$ cat config.mk
export PLATFORM = sky130hd
export DESIGN_NAME = ippcrc_crc12_56b_sch_flat
export DESIGN_NICKNAME = d
export VERILOG_FILES = /design/src/rtl/ippcrc_crc12_56b_sch_if.sv /design/src/rtl/ippcrc_crc12_56b_sch.sv /design/src/flat_wrapper.sv
export SDC_FILE = /design/constraint.sdc
export NUM_CORES = 1
export LEC_CHECK = 0
export CORE_MARGIN = 1
export CORE_UTILIZATION = 40
export DETAILED_ROUTE_END_ITERATION = 8
export SLEW_MARGIN = 10
export SYNTH_ARGS = -nofsm -noshare
export SYNTH_HDL_FRONTEND = slang
export SYNTH_HIERARCHICAL = 1
export SYNTH_SLANG_ARGS = --single-unit
export TNS_END_PERCENT = 30
$ cat constraint.sdc
create_clock -name clk -period 9.65 [get_ports clk]
set_input_delay 1.4475 -clock clk [delete_from_list [all_inputs] [get_ports clk]]
set_output_delay 1.4475 -clock clk [all_outputs]
set_load 0.05 [all_outputs]
$ cat src/rtl/ippcrc_crc12_56b_sch_if.sv
// Word-in / CRC-out bundle for the time-multiplexed CRC-12 scheduler.
// Defining IPPCRC_CRC12_CHK_EN adds the expected-CRC input i_crc and the o_err flag.
interface ippcrc_crc12_56b_sch_if #(
   parameter int NCH = 8,
   parameter int CHW = 3
);
   logic           i_vld;
   logic [CHW-1:0] i_chn;
   logic           i_sof;
   logic           i_eof;
   logic [55:0]    i_dat;
   logic           o_vld;
   logic [CHW-1:0] o_chn;
   logic [11:0]    o_crc;
   logic           o_ferr;
   logic [NCH-1:0] o_open;
`ifdef IPPCRC_CRC12_CHK_EN
   logic [11:0]    i_crc;
   logic           o_err;

   modport master (output i_vld, i_chn, i_sof, i_eof, i_dat, i_crc,
                   input  o_vld, o_chn, o_crc, o_ferr, o_open, o_err);
   modport slave  (input  i_vld, i_chn, i_sof, i_eof, i_dat, i_crc,
                   output o_vld, o_chn, o_crc, o_ferr, o_open, o_err);
`else
   modport master (output i_vld, i_chn, i_sof, i_eof, i_dat,
                   input  o_vld, o_chn, o_crc, o_ferr, o_open);
   modport slave  (input  i_vld, i_chn, i_sof, i_eof, i_dat,
                   output o_vld, o_chn, o_crc, o_ferr, o_open);
`endif
endinterface

$ cat src/rtl/ippcrc_crc12_56b_sch.sv
// CRC-12 (x^12+x^11+x^3+x^2+x+1) scheduler: one 56-bit core shared by NCH interleaved channels.
// Optional macro IPPCRC_CRC12_CHK_EN adds i_crc compare and o_err.
module ippcrc_crc12_56b_core (
   input  logic [11:0] ci,
   input  logic [55:0] di,
   output logic [11:0] co
);
   localparam logic [11:0] POLY = 12'h80F;
   logic [11:0] c;
   logic        fb;

   // di[0] enters the LFSR first, di[55] last
   always_comb begin
      c  = ci;
      fb = 1'b0;
      for (int i = 0; i < 56; i++) begin
         fb = c[11] ^ di[i];
         c  = {c[10:0], 1'b0} ^ ({12{fb}} & POLY);
      end
   end
   assign co = c;
endmodule

module ippcrc_crc12_56b_sch #(
   parameter int          NCH      = 8,
   parameter int          CHW      = 3,
   parameter logic [11:0] CRC_INIT = 12'h000,
   parameter logic [11:0] XOR_OUT  = 12'h000
) (
   input logic                  clk,
   input logic                  rst,
   ippcrc_crc12_56b_sch_if.slave bus
);
   typedef enum logic {IDLE = 1'b0, OPEN = 1'b1} st_e;

   logic           s1_vld_q, s1_sof_q, s1_eof_q, in_rng;
   logic [CHW-1:0] s1_chn_q;
   logic [55:0]    s1_dat_q;
   st_e            st_q [NCH];
   st_e            st_d [NCH];
   logic [11:0]    ctx_q [NCH];
   logic [11:0]    ctx_d [NCH];
   logic           vld_q, vld_d, ferr_q, ferr_d, wr_en;
   logic [CHW-1:0] chn_q, chn_d;
   logic [11:0]    crc_q, crc_d, ci, co, cur_ctx, wr_ctx;
   st_e            cur_st, wr_st;
`ifdef IPPCRC_CRC12_CHK_EN
   logic [11:0]    s1_crc_q;
   logic           err_q, err_d;
`endif

   assign in_rng = ({1'b0, bus.i_chn} < (CHW+1)'(NCH));

   always_ff @(posedge clk or posedge rst) begin
      if (rst) begin
         s1_vld_q <= 1'b0;
         s1_sof_q <= 1'b0;
         s1_eof_q <= 1'b0;
         s1_chn_q <= '0;
         s1_dat_q <= '0;
`ifdef IPPCRC_CRC12_CHK_EN
         s1_crc_q <= '0;
`endif
      end else begin
         s1_vld_q <= bus.i_vld & in_rng;
         s1_sof_q <= bus.i_sof;
         s1_eof_q <= bus.i_eof;
         s1_chn_q <= bus.i_chn;
         s1_dat_q <= bus.i_dat;
`ifdef IPPCRC_CRC12_CHK_EN
         s1_crc_q <= bus.i_crc;
`endif
      end
   end

   always_comb begin
      cur_ctx = CRC_INIT;
      cur_st  = IDLE;
      for (int n = 0; n < NCH; n++)
         if (s1_chn_q == CHW'(n)) begin
            cur_ctx = ctx_q[n];
            cur_st  = st_q[n];
         end
   end

   assign ci = s1_sof_q ? CRC_INIT : cur_ctx;

   ippcrc_crc12_56b_core u_core (.ci(ci), .di(s1_dat_q), .co(co));

   // sof on an OPEN channel aborts it and restarts exactly like sof on IDLE
   always_comb begin
      st_d   = st_q;
      ctx_d  = ctx_q;
      vld_d  = 1'b0;
      ferr_d = 1'b0;
      chn_d  = chn_q;
      crc_d  = crc_q;
      wr_en  = 1'b0;
      wr_ctx = cur_ctx;
      wr_st  = cur_st;
      if (s1_vld_q) begin
         if (s1_sof_q || cur_st == OPEN) begin
            wr_en  = 1'b1;
            ferr_d = s1_sof_q && (cur_st == OPEN);
            if (s1_eof_q) begin
               vld_d  = 1'b1;
               crc_d  = co ^ XOR_OUT;
               wr_ctx = CRC_INIT;
               wr_st  = IDLE;
            end else begin
               wr_ctx = co;
               wr_st  = OPEN;
            end
         end else begin
            ferr_d = 1'b1;
         end
         if (vld_d || ferr_d) chn_d = s1_chn_q;
      end
      for (int n = 0; n < NCH; n++)
         if (wr_en && s1_chn_q == CHW'(n)) begin
            ctx_d[n] = wr_ctx;
            st_d[n]  = wr_st;
         end
   end

`ifdef IPPCRC_CRC12_CHK_EN
   assign err_d = vld_d && ((co ^ XOR_OUT) != s1_crc_q);
`endif

   always_ff @(posedge clk or posedge rst) begin
      if (rst) begin
         for (int n = 0; n < NCH; n++) begin
            st_q[n]  <= IDLE;
            ctx_q[n] <= CRC_INIT;
         end
         vld_q  <= 1'b0;
         ferr_q <= 1'b0;
         chn_q  <= '0;
         crc_q  <= '0;
`ifdef IPPCRC_CRC12_CHK_EN
         err_q  <= 1'b0;
`endif
      end else begin
         st_q   <= st_d;
         ctx_q  <= ctx_d;
         vld_q  <= vld_d;
         ferr_q <= ferr_d;
         chn_q  <= chn_d;
         crc_q  <= crc_d;
`ifdef IPPCRC_CRC12_CHK_EN
         err_q  <= err_d;
`endif
      end
   end

   for (genvar n = 0; n < NCH; n++) begin : g_open
      assign bus.o_open[n] = (st_q[n] == OPEN);
   end

   assign bus.o_vld  = vld_q;
   assign bus.o_ferr = ferr_q;
   assign bus.o_chn  = chn_q;
   assign bus.o_crc  = crc_q;
`ifdef IPPCRC_CRC12_CHK_EN
   assign bus.o_err  = err_q;
`endif
endmodule
$ cat src/flat_wrapper.sv
// flat-port wrapper written by rule: the top's interface ports become plain ports
module ippcrc_crc12_56b_sch_flat 
#(
   parameter int          NCH      = 8,
   parameter int          CHW      = 3,
   parameter logic [11:0] CRC_INIT = 12'h000,
   parameter logic [11:0] XOR_OUT  = 12'h000
)
  (clk, rst, bus_i_vld, bus_i_chn, bus_i_sof, bus_i_eof, bus_i_dat, bus_o_vld, bus_o_chn, bus_o_crc, bus_o_ferr, bus_o_open);
  ippcrc_crc12_56b_sch_if #(.NCH(NCH), .CHW(CHW)) bus_i ();
  input logic clk;
  input logic rst;
  input wire logic [$bits(bus_i.i_vld)-1:0] bus_i_vld;
  input wire logic [$bits(bus_i.i_chn)-1:0] bus_i_chn;
  input wire logic [$bits(bus_i.i_sof)-1:0] bus_i_sof;
  input wire logic [$bits(bus_i.i_eof)-1:0] bus_i_eof;
  input wire logic [$bits(bus_i.i_dat)-1:0] bus_i_dat;
  output wire logic [$bits(bus_i.o_vld)-1:0] bus_o_vld;
  output wire logic [$bits(bus_i.o_chn)-1:0] bus_o_chn;
  output wire logic [$bits(bus_i.o_crc)-1:0] bus_o_crc;
  output wire logic [$bits(bus_i.o_ferr)-1:0] bus_o_ferr;
  output wire logic [$bits(bus_i.o_open)-1:0] bus_o_open;
  assign bus_i.i_vld = bus_i_vld;
  assign bus_i.i_chn = bus_i_chn;
  assign bus_i.i_sof = bus_i_sof;
  assign bus_i.i_eof = bus_i_eof;
  assign bus_i.i_dat = bus_i_dat;
  assign bus_o_vld = bus_i.o_vld;
  assign bus_o_chn = bus_i.o_chn;
  assign bus_o_crc = bus_i.o_crc;
  assign bus_o_ferr = bus_i.o_ferr;
  assign bus_o_open = bus_i.o_open;
  ippcrc_crc12_56b_sch #(.NCH(NCH), .CHW(CHW), .CRC_INIT(CRC_INIT), .XOR_OUT(XOR_OUT)) u_core (.clk(clk), .rst(rst), .bus(bus_i));
endmodule
==> results.sh <==
export IMPL_routed_wl_um=20100
export IMPL_dp_hpwl_um=13900
export IMPL_synth_edff_count=0
export IMPL_synth_area_leaders="dfrtp_1, xnor2_1, o21ai_0"
export IMPL_max_cap_violations=0
export IMPL_die_area_sq_um=22500
export IMPL_dr_first_iter_drc_count=225
export IMPL_dr_wl_met2_um=9650
export IMPL_worst_setup_path_end_kind="flip-flop"
export IMPL_drcViolationCount=0
export IMPL_track_usage_pct=19.3
export IMPL_hold_path_class="flip-flop to flip-flop"
export IMPL_grt_first_pass_wirelength_um=32200
export IMPL_met1_length_um=9440
export IMPL_wl_per_cell_um=19.2
export IMPL_clock_latency_ns=0.43
export IMPL_syn_area_sq_um=8760
export IMPL_numCtsBuffers=17
export IMPL_finalCritPeriodShare_pct=55.2
export IMPL_syn2layout_area_growth_pct=18.9
export IMPL_ant_nets=0
export IMPL_port_buffers=88
export IMPL_synth_nets=752
export IMPL_syn_inst=686
export IMPL_nFillCells=1859
export IMPL_maxSlewViolCount=0
export IMPL_cp_required_ns=9.96
export IMPL_clk_pin_slew_worst_paths_ns=0.07
export IMPL_path_max_fanout=36
export IMPL_status="completed"
export IMPL_rsz0062_at_grt="no"
export IMPL_num_rows=53
export IMPL_synthTopCellsByCount="dfrtp_1, nand2_1, o21ai_0, xnor2_1, nor2_1"
export IMPL_num_vias=5284
export IMPL_max_freq_ghz=0.188
export IMPL_cts_tree="yes"
export IMPL_critPathLaunchType="flip-flop"
export IMPL_hold_viol=0
export IMPL_layout_drive_gt1_share_pct=14.3
export IMPL_wl_met3_um=752
export IMPL_h_tree_depth=4
export IMPL_die_w_um=150
export IMPL_yosysWarnings=6
export IMPL_top_layer="met4"
export IMPL_layout_nets=829
export IMPL_coreArea_sq_um=21200
export IMPL_cts_root_buf="clkbuf_16"
export IMPL_crit_type="flip-flop to flip-flop"
export IMPL_fin_crit_ns=5.33
export IMPL_gr_total_overflow=0
export IMPL_critPathArrivalTime_ns=5.64
export IMPL_grt_pass1_vias=5630
export IMPL_synth_top_flop_cell="dfrtp_1"
export IMPL_ys_ff_latch=183
export IMPL_cts_setup_buffers=0
export IMPL_viasPerCell=5.04
export IMPL_finalSetupTns_ns=0
export IMPL_drt_first_pass_iters=5
export IMPL_grt_max_degree=111
export IMPL_slew_headroom_pct=23.8
export IMPL_initial_core_util_pct=41.3
export IMPL_die_height_um=150
export IMPL_synth_avg_cell_area_sq_um=12.8
export IMPL_worstMarginPinSlew_ns=1.14
export IMPL_setup_violations=0
export IMPL_antenna_cells=0
export IMPL_num_io_pins=89
export IMPL_synth_top_area_share_pct=52.3
export IMPL_ctsHoldBuffers=0
export IMPL_numClockSinks=183
export IMPL_ys_seq_area_share_pct=52.3
export IMPL_routabilityCongestion=0.844
export IMPL_antenna_found_initial=0
export IMPL_yosysMostFrequentCell="dfrtp_1"
export IMPL_yosysUniqueCellTypes=57
export IMPL_synth_top_area_cell="dfrtp_1"
export IMPL_cts_resized=0
export IMPL_async_flop_share_pct=100
export IMPL_fin_skew_ns=0.0109
export IMPL_clock_path_buffers=2
area by class of cell:
cell class	instances	area [sq um]	share of cell area [%]
Clock buffer	19	453	4.35
Clock inverter	11	150	1.44
Inverter	5	23.8	0.228
Multi-Input combinational cell	465	3960	38.0
Sequential cell	183	4580	44.0
Tap cell	275	344	3.30
Timing Repair Buffer	91	903	8.67
cells in the final DEF (no fill, tap or decap), types with 16 or more instances in the layout:
cell type,synthesis,final
xnor3_1,16,16
xnor2_1,62,62
o21ai_0,92,92
dfrtp_1,183,182
nor2_1,20,20
clkbuf_16,0,17
clkdlybuf4s50_1,0,88
nand2_1,102,102
mux4_2,17,17
xor2_1,19,19
metal layers:
metal	vias up	track usage [%]
li1	2484	-
met4	0	6.01
met5	-	0
met1	2682	27.5
met2	102	30.5
met3	16	2.84
flip-flops by register name, summed over array words and instances (netlist names):
signal             count
u_core/bus.o_crc      12
u_core/s1_dat_q       56
u_core/s1_sof_q        1
u_core/bus.o_open      8
u_core/s1_eof_q        1
u_core/s1_vld_q        1
u_core/ctx_q          96
u_core/bus.o_chn       3
u_core/bus.o_ferr      1
u_core/s1_chn_q        3
u_core/bus.o_vld       1
logic make-up (layout without fill, tap and decap cells):
family	count (synthesis)	count (layout)	synth area share, %
flip-flops	183	183	52.3
AND/OR/NAND/NOR	163	163	8.78
AO/OA/AOI/OAI	125	125	7.81
XOR/XNOR	123	123	19.2
multiplexers	52	52	9.13
buffers and inverters	38	126	2.53
adder cells (fa/ha/maj)	2	2	0.286
worst max-delay path: stages, from the launching register on:
cell	delay, ns
dfrtp_2	1.06
mux4_2	0.60
mux2i_1	0.21
nor2_1	0.16
xor2_2	0.38
xnor3_2	0.56
xnor2_2	0.31
xor3_1	0.42
xnor3_2	0.41
xnor3_2	0.43
xnor2_1	0.23
nand2b_1	0.20
o21ai_0	0.22
final timing paths:
kind / start / endpoint / slack [ns] / cells past startpoint
min reg2reg: u_core/ctx_q[90] / u_core/ctx_q[90] / 0.48 / 2
min in group asynchronous: rst / u_core/s1_dat_q[50] / 1.61 / 2
min: u_core/ctx_q[90] / u_core/ctx_q[90] / 0.48 / 2
max: u_core/s1_chn_q[0] / u_core/ctx_q[36] / 4.32 / 12
max reg2reg: u_core/s1_chn_q[0] / u_core/ctx_q[36] / 4.32 / 12
max in group asynchronous: rst / u_core/ctx_q[70] / 6.55 / 3
per-stage QoR:
step	instance area, sq um	util (%)	worst slack [ns]	std cells	hold WS, ns
after global routing	10400	49.1	4.01	1049	0.493
after floorplan	8760	-	3.23	686	0.442
after CTS	10400	49.1	4.30	1049	0.480
after detailed placement	9810	46.2	4.32	1019	0.466
after global placement	9810	46.2	4.45	1019	0.454
final	10400	49.1	4.32	1049	0.478
Power is left out: the tool's default activity adds up to more than one toggle a clock period on the data nets, which glitch-free logic cannot reach.
